**config.mk**
```make
export PLATFORM = sky130hd
export DESIGN_NAME = serial_subtractor
export DESIGN_NICKNAME = d
export VERILOG_FILES = /design/src/rtl/serial_subtractor.sv
export SDC_FILE = /design/constraint.sdc
export NUM_CORES = 1
export LEC_CHECK = 0
export ABC_AREA = 1
export CAP_MARGIN = 25
export CORE_UTILIZATION = 45
export CTS_BUF_LIST = sky130_fd_sc_hd__clkbuf_8
export DETAILED_ROUTE_END_ITERATION = 8
export PLACE_DENSITY = 0.7
export SLEW_MARGIN = 20
export SYNTH_ARGS = -nofsm -noshare
export SYNTH_HDL_FRONTEND = slang
export SYNTH_SLANG_ARGS = --single-unit
export TNS_END_PERCENT = 20
```
**constraint.sdc**
```tcl
create_clock -name clk -period 3.05 [get_ports clk]
set_input_delay 0.61 -clock clk [delete_from_list [all_inputs] [get_ports clk]]
set_output_delay 0.61 -clock clk [all_outputs]
set_load 0.01 [all_outputs]
```
**src/rtl/serial_subtractor.sv**
```systemverilog
// serial_subtractor: bit-serial unsigned subtractor (a - b - borrow_in), LSB first.
// One full-subtractor cell is shared across WIDTH shift cycles; a start/busy/done
// handshake brackets each operation.
module serial_subtractor #(
   parameter int unsigned WIDTH = 8
) (
   input  logic             clk,
   input  logic             rst_n,
   input  logic             start,
   input  logic [WIDTH-1:0] a,
   input  logic [WIDTH-1:0] b,
   input  logic             borrow_in,
   output logic             busy,
   output logic             done,
   output logic [WIDTH-1:0] diff,
   output logic             borrow_out
);

   localparam int unsigned CNT_W = $clog2(WIDTH + 1);
   localparam logic [CNT_W-1:0] LAST_BIT = CNT_W'(WIDTH - 1);

   typedef enum logic [1:0] {
      ST_IDLE  = 2'd0,
      ST_SHIFT = 2'd1,
      ST_DONE  = 2'd2
   } state_t;

   // Registered state
   state_t           r_state;
   logic [WIDTH-1:0] r_sa;
   logic [WIDTH-1:0] r_sb;
   logic [WIDTH-1:0] r_sd;
   logic             r_br;
   logic [CNT_W-1:0] r_cnt;
   logic [WIDTH-1:0] r_diff;
   logic             r_borrow_out;

   // Next-state values
   state_t           w_state_nxt;
   logic [WIDTH-1:0] w_sa_nxt;
   logic [WIDTH-1:0] w_sb_nxt;
   logic [WIDTH-1:0] w_sd_nxt;
   logic             w_br_nxt;
   logic [CNT_W-1:0] w_cnt_nxt;
   logic [WIDTH-1:0] w_diff_nxt;
   logic             w_borrow_out_nxt;

   // Full-subtractor cell
   logic             w_d;
   logic             w_br_cell;
   logic [WIDTH-1:0] w_sd_shift;

   // Single full-subtractor bit: difference and outgoing borrow
   always_comb begin
      w_d        = r_sa[0] ^ r_sb[0] ^ r_br;
      w_br_cell  = (~r_sa[0] & r_sb[0]) | (~(r_sa[0] ^ r_sb[0]) & r_br);
      w_sd_shift = {w_d, r_sd[WIDTH-1:1]};
   end

   // Next-state and datapath update logic
   always_comb begin
      w_state_nxt      = r_state;
      w_sa_nxt         = r_sa;
      w_sb_nxt         = r_sb;
      w_sd_nxt         = r_sd;
      w_br_nxt         = r_br;
      w_cnt_nxt        = r_cnt;
      w_diff_nxt       = r_diff;
      w_borrow_out_nxt = r_borrow_out;

      unique case (r_state)
         ST_IDLE: begin
            if (start) begin
               w_sa_nxt    = a;
               w_sb_nxt    = b;
               w_br_nxt    = borrow_in;
               w_cnt_nxt   = '0;
               w_sd_nxt    = '0;
               w_state_nxt = ST_SHIFT;
            end
         end

         ST_SHIFT: begin
            w_sa_nxt  = {1'b0, r_sa[WIDTH-1:1]};
            w_sb_nxt  = {1'b0, r_sb[WIDTH-1:1]};
            w_sd_nxt  = w_sd_shift;
            w_br_nxt  = w_br_cell;
            w_cnt_nxt = r_cnt + CNT_W'(1);
            // Results are published only on the final bit, never partially
            if (r_cnt == LAST_BIT) begin
               w_diff_nxt       = w_sd_shift;
               w_borrow_out_nxt = w_br_cell;
               w_state_nxt      = ST_DONE;
            end
         end

         ST_DONE: begin
            w_state_nxt = ST_IDLE;
         end

         default: begin
            w_state_nxt = ST_IDLE;
         end
      endcase
   end

   // State and datapath registers; reset aborts any operation in flight
   always_ff @(posedge clk or negedge rst_n) begin
      if (!rst_n) begin
         r_state      <= ST_IDLE;
         r_sa         <= '0;
         r_sb         <= '0;
         r_sd         <= '0;
         r_br         <= 1'b0;
         r_cnt        <= '0;
         r_diff       <= '0;
         r_borrow_out <= 1'b0;
      end else begin
         r_state      <= w_state_nxt;
         r_sa         <= w_sa_nxt;
         r_sb         <= w_sb_nxt;
         r_sd         <= w_sd_nxt;
         r_br         <= w_br_nxt;
         r_cnt        <= w_cnt_nxt;
         r_diff       <= w_diff_nxt;
         r_borrow_out <= w_borrow_out_nxt;
      end
   end

   // Handshake status decoded straight from the state register
   assign busy       = (r_state != ST_IDLE);
   assign done       = (r_state == ST_DONE);
   assign diff       = r_diff;
   assign borrow_out = r_borrow_out;

endmodule

```
==> reports/qor.csv, run 1 <==
metric,value,unit
simple logic cell fraction of the synthesized area,35.1,%
Hold Buf Count CTS,0,
Max Root-Sink Buffers,2,
startpoint of the worst register-to-register path,r_state[1],
CP Max Fanout,16,
"most common cell after layout, fill and taps aside",nand2_1,
Final Cell Area,2130,um2
Worst EP arrival,1.77,ns
CTS tree,done,
pre-CTS setup slack,0.856,ns
chip height,64.0,um
chip width,64.0,um
Crit. Startpoint,r_state[0],
worst slew pin tran,0.848,ns
H-tree depth,2,
Clock Tree Root,clkbuf_8,
class of the worst hold path,input pin to async pin,
DR WL/cell,12.7,um
period utilization,78.0,%
aggregate global routing overflow,0,
vias in the first global route,1336,
post-CTS setup buffer count,0,
Top Ports,31,
# DRC,0,
syn_nets,223,
post-synth cell types,16,
clock-pin slew on the worst setup and hold paths,0.08,ns
Crit. End Element,output port,
combinational family with the most area after synthesis,simple AND/OR/NAND/NOR gates,
CORE AREA,3660,um2
Num CTS Buffers,5,
gr usage total,20.2,%
Fin. Hold Viols,0,
RSZ-0062 raised after global routing,no,
initial core utilization,47.3,%
Post-Synthesis Cell Area,1730,um2
DRT Pass-1 Iters,4,
Adder-Cell Fraction of Synth Area,1.88,%
max cap viols,0,
critical path data required time,2.44,ns
XOR/XNOR Fraction of Synth Area,0,%
Max IR drop VDD,420,uV
post-DR vias/cell,5.04,
Setup WS post-layout,0.672,ns
leakage power of the design,1.05,nW
Post-DRT Antenna Nets,0,
most frequent cells in the layout,"68 x nand2_1, 61 x nand3_1, 39 x dfrtp_1",
final wirelength,3510,um
dpl hpwl,2270,um
post-synthesis compound-gate area fraction,0.868,%
Fmax achieved,420,MHz
"flops & latches, synth",39,
1st-iter DRT viols,126,
final RePlAce weighted congestion,0.759,
largest net degree at the start of global routing,40,
fraction of layout cells with a size suffix above 1,6.99,%
CP Launch Type,flip-flop,
syn_area_per_cell,8.61,um2
post_cts resized,0,
clk_skew,0.00487,ns
Final setup viols,0,
synth warn,0,
PwrDens,939,nW/um2
area grow syn2layout,22.9,%
post-synthesis mux area share,0,%
vias after detailed routing,1395,
placed inst area,2030,um2
first-pass GRT wire length,6160,um
Setup CP Type,flip-flop to output port,
status,"complete, no violations",
sequential area share after synthesis,56.4,%
setup_tns,0,ns
Rel. slew slack,43.4,%
Num Clock Sinks,39,
max-slew violations,0,
nets@finish,250,
Port Buf Inserts,30,
diodes inserted,0,
initial antenna violation count,0,
Period minus WS final,2.38,ns
die area,4100,um2
Syn Inst Count,201,
placement row count,22,
Clock Latency Late Sink,0.29,ns
==> cell families after synthesis <==
group	after synthesis
AO/OA/AOI/OAI	3
buffers and inverters	19
flip-flops	39
adder cells (fa/ha/maj)	2
AND/OR/NAND/NOR	138
==> sequential cells by signal, summed over array words and instances, names as in the netlist <==
name and flops:
diff 8, r_sa 8, r_sb 8, r_sd 7, r_cnt 4, r_state 2
borrow_out 1, r_br 1
==> critical path, cell delays in order, from the launching register on <==
cell and delay, ns:
dfrtp_1 0.41, nor2_2 0.47, inv_1 0.09, clkdlybuf4s50_1 0.49
==> cells in the mapped netlist <==
cell type  number  area [um2]
buf_6           1        11.3
buf_4           3        22.5
nor2_2          2        12.5
fa_1            1        20.0
buf_2           7        35.0
ha_1            1        12.5
dfrtp_1        39         976
inv_1           5        18.8
nand3_1        61         305
nand4_1         1        6.26
clkbuf_2        1        5.00
inv_2           2        7.51
nor2_1          4        15.0
nand2_2         2        12.5
o21ai_0         3        15.0
nand2_1        68         255
==> metal layers <==
metal	GRT usage (%)	wire length, um	vias up
met1	25.8	1670	650
li1	-	-	709
met5	0	0	-
met4	10.2	80	0
met2	31.4	1600	28
met3	5.54	157	8
==> per-stage QoR <==
step	cells	util [%]	power, mW	hold slack [ns]
floorplan	201	-	1.39	0.314
global placement	269	55.4	1.61	0.464
detailed placement	269	55.4	1.63	0.464
CTS	277	58.1	2.01	0.453
global route	277	58.1	2.15	0.498
finish	277	58.1	2.00	0.417
==> area by class of cell <==
cell class | instances | area (um2)
clock buffers | 7 | 96.3
clock inverters | 1 | 3.75
fillers | 333 | 1530
inverters | 7 | 26.3
multi-input cells | 143 | 654
flip-flops and latches | 39 | 976
well taps | 48 | 60.1
repair buffers | 32 | 310
==> power by group <==
| part | internal, mW | total, mW | switching [mW] |
|---|---|---|---|
| logic | 0.315 | 0.732 | 0.418 |
| clock network | 0.203 | 0.385 | 0.182 |
| registers | 0.736 | 0.880 | 0.144 |
==> final timing paths <==
kind / end / slack (ns) / depth (start not counted)
worst max-delay path: busy / 0.67 / 3
worst min-delay path: r_sd[2] / 0.42 / 1
worst max register to register: diff[5] / 1.19 / 6
worst min register to register: diff[0] / 0.48 / 2
max in group asynchronous: r_sd[4] / 2.10 / 1
min in group clk: diff[0] / 0.48 / 2
No activity file was read; power rests on OpenSTA's default activity.
==> run 2: changes to the inputs <==
--- a/config.mk
+++ b/config.mk
@@ -10,7 +10,7 @@
 export CORE_UTILIZATION = 45
 export CTS_BUF_LIST = sky130_fd_sc_hd__clkbuf_8
 export DETAILED_ROUTE_END_ITERATION = 8
-export PLACE_DENSITY = 0.7
+export PLACE_DENSITY = 0.73
 export SLEW_MARGIN = 20
 export SYNTH_ARGS = -nofsm -noshare
 export SYNTH_HDL_FRONTEND = slang
==> constraint.sdc (replaced) <==
create_clock -name clk -period 2 [get_ports clk]
set_input_delay 0.4 -clock clk [delete_from_list [all_inputs] [get_ports clk]]
set_output_delay 0.4 -clock clk [all_outputs]
set_load 0.01 [all_outputs]
==> run 2 against run 1 <==
  * Global-route usage stayed put
  * Critical path depth is 1 lower
  * Sequential share of layout area is 1.4 points lower
  * Count of clock-buffer cells in the layout is 1 lower
  * Setup slack worse by 0.45 ns
  * Combinational power is 61% higher
  * Utilization is 1.8 points higher
  * Critical endpoint is now done
  * Design area is 3.2% higher
  * Register-to-register slack worse by 0.61 ns
  * Wire length is 1.2% lower
  * Clock power is 77% higher
  * Total power is 60% higher
==> reports/qor.csv, run 2 (synthesized netlist as in run 1, its figures left out) <==
metric,value,unit
post-CTS setup buffer count,0,
worst slew pin tran,0.427,ns
first-pass GRT wire length,6260,um
initial antenna violation count,0,
die area,4100,um2
Comb pwr share,36.8,%
CP Max Fanout,3,
Fmax achieved,563,MHz
Setup CP Type,flip-flop to output port,
multi-input logic area,654,um2
Num Clock Sinks,39,
Clock Tree Root,clkbuf_8,
dpl hpwl,2350,um
Max Root-Sink Buffers,2,
vias in the first global route,1391,
Clock Latency Late Sink,0.29,ns
clk_skew,0.00853,ns
H-tree depth,2,
clock-pin slew on the worst setup and hold paths,0.08,ns
DR WL/cell,12.3,um
final cell utilization of the core,59.9,%
post-DR vias/cell,5.08,
gr usage total,20.2,%
Internal Power,2.05,mW
setup_tns,0,ns
most frequent cells in the layout,"68 x nand2_1, 61 x nand3_1, 39 x dfrtp_1",
Fin. Hold Viols,0,
chip height,64.0,um
max-slew violations,0,
Max IR drop VDD,792,uV
fillers,327,
vias after detailed routing,1432,
PwrDens,1460,nW/um2
final RePlAce weighted congestion,0.768,
register area,976,um2
Post-DRT Antenna Nets,0,
chip width,64.0,um
area grow syn2layout,26.8,%
Crit. End Element,output port,
nets@finish,255,
DRT Pass-1 Iters,4,
Rel. slew slack,71.5,%
post-layout power,3.20,mW
aggregate global routing overflow,0,
final wirelength,3470,um
diodes inserted,0,
sw frac,36.0,%
CP Launch Type,flip-flop,
sequential power share,41.9,%
1st-iter DRT viols,103,
class of the worst hold path,input pin to async pin,
critical path data required time,1.60,ns
status,"complete, no violations",
Top Ports,31,
Worst EP arrival,1.38,ns
placement row count,22,
Period minus WS final,1.78,ns
initial core utilization,47.3,%
Port Buf Inserts,30,
# DRC,0,
clock group share of total power,21.3,%
period utilization,88.8,%
Psw,1.15,mW
"most common cell after layout, fill and taps aside",nand2_1,
max cap viols,0,
CORE AREA,3660,um2
post_cts resized,0,
Num CTS Buffers,5,
leakage power of the design,1.08,nW
CTS tree,done,
Hold Buf Count CTS,0,
largest net degree at the start of global routing,40,
fraction of layout cells with a size suffix above 1,9.40,%
Final setup viols,0,
RSZ-0062 raised after global routing,no,
==> run 2: cell types whose count changed in the layout (fill, tap and decap cells not counted) <==
cell / previous run / this run
clkinv_2: 0 / 1
buf_12: 0 / 1
bufinv_16: 0 / 1
buf_4: 2 / 6
clkbuf_8: 7 / 6
inv_1: 6 / 5
==> run 2: worst paths after layout <==
| check | startpoint | end | slack [ns] | cells after the start |
|---|---|---|---|---|
| worst max-delay path | r_state[0] | done | 0.22 | 2 |
| worst min-delay path | rst_n | diff[1] | 0.06 | 2 |
| worst max register to register | r_state[1] | diff[5] | 0.58 | 6 |
| worst min register to register | borrow_out | borrow_out | 0.48 | 2 |
| max in group asynchronous | rst_n | r_sa[6] | 1.75 | 2 |
| min in group clk | borrow_out | borrow_out | 0.48 | 2 |
==> run 2: layout make-up <==
class | count | share of cell area (%)
multi-input combinational | 143 | 29.8
clock inverter | 2 | 1.60
inverter | 7 | 1.20
timing repair buffer | 37 | 16.4
sequential | 39 | 44.5
clock buffer | 6 | 3.76
tap | 48 | 2.74
==> run 2: routing by layer <==
metal	vias to the layer above	global-route usage (%)	share of wire, %
li1	719	-	-
met1	678	26.8	51
met2	33	31.5	47
met3	2	5.89	2.3
met4	0	6.82	0.43
met5	-	0	0
==> run 2: critical path: stages (launching register included) <==
cell             delay [ns]
dfrtp_1                0.42
nor2_1                 0.12
clkdlybuf4s50_1        0.55
==> run 2: per-stage QoR <==
| stage | hold WS (ns) | cells | instance area, um2 | setup slack, ns |
|---|---|---|---|---|
| floorplan | 0.104 | 201 | 1730 | 0.718 |
| global placement | 0.382 | 274 | 2080 | 0.523 |
| detailed placement | 0.384 | 274 | 2080 | 0.480 |
| CTS | 0.0605 | 282 | 2190 | 0.207 |
| global route | 0.0732 | 282 | 2190 | 0.148 |
| finish | 0.0561 | 282 | 2190 | 0.224 |
==> run 2: power groups by stage <==
stage	Clock (mW)	Sequential [mW]	Combinational [mW]
6_report	0.682	1.34	1.18
5_1_grt	0.726	1.38	1.35
4_1_cts	0.696	1.34	1.19
3_5_place_dp	0	1.35	1.19
3_3_place_gp	0	1.35	1.16
2_1_floorplan	0	1.35	0.764
==> run 3: changes to the inputs <==
--- a/config.mk
+++ b/config.mk
@@ -9,6 +9,7 @@
 export CAP_MARGIN = 25
 export CORE_UTILIZATION = 45
 export CTS_BUF_LIST = sky130_fd_sc_hd__clkbuf_8
+export CTS_CLUSTER_SIZE = 25
 export DETAILED_ROUTE_END_ITERATION = 8
 export PLACE_DENSITY = 0.73
 export SLEW_MARGIN = 20
==> results of run 3 <==
Final layout, timing and power as in run 2 (identical DEF).
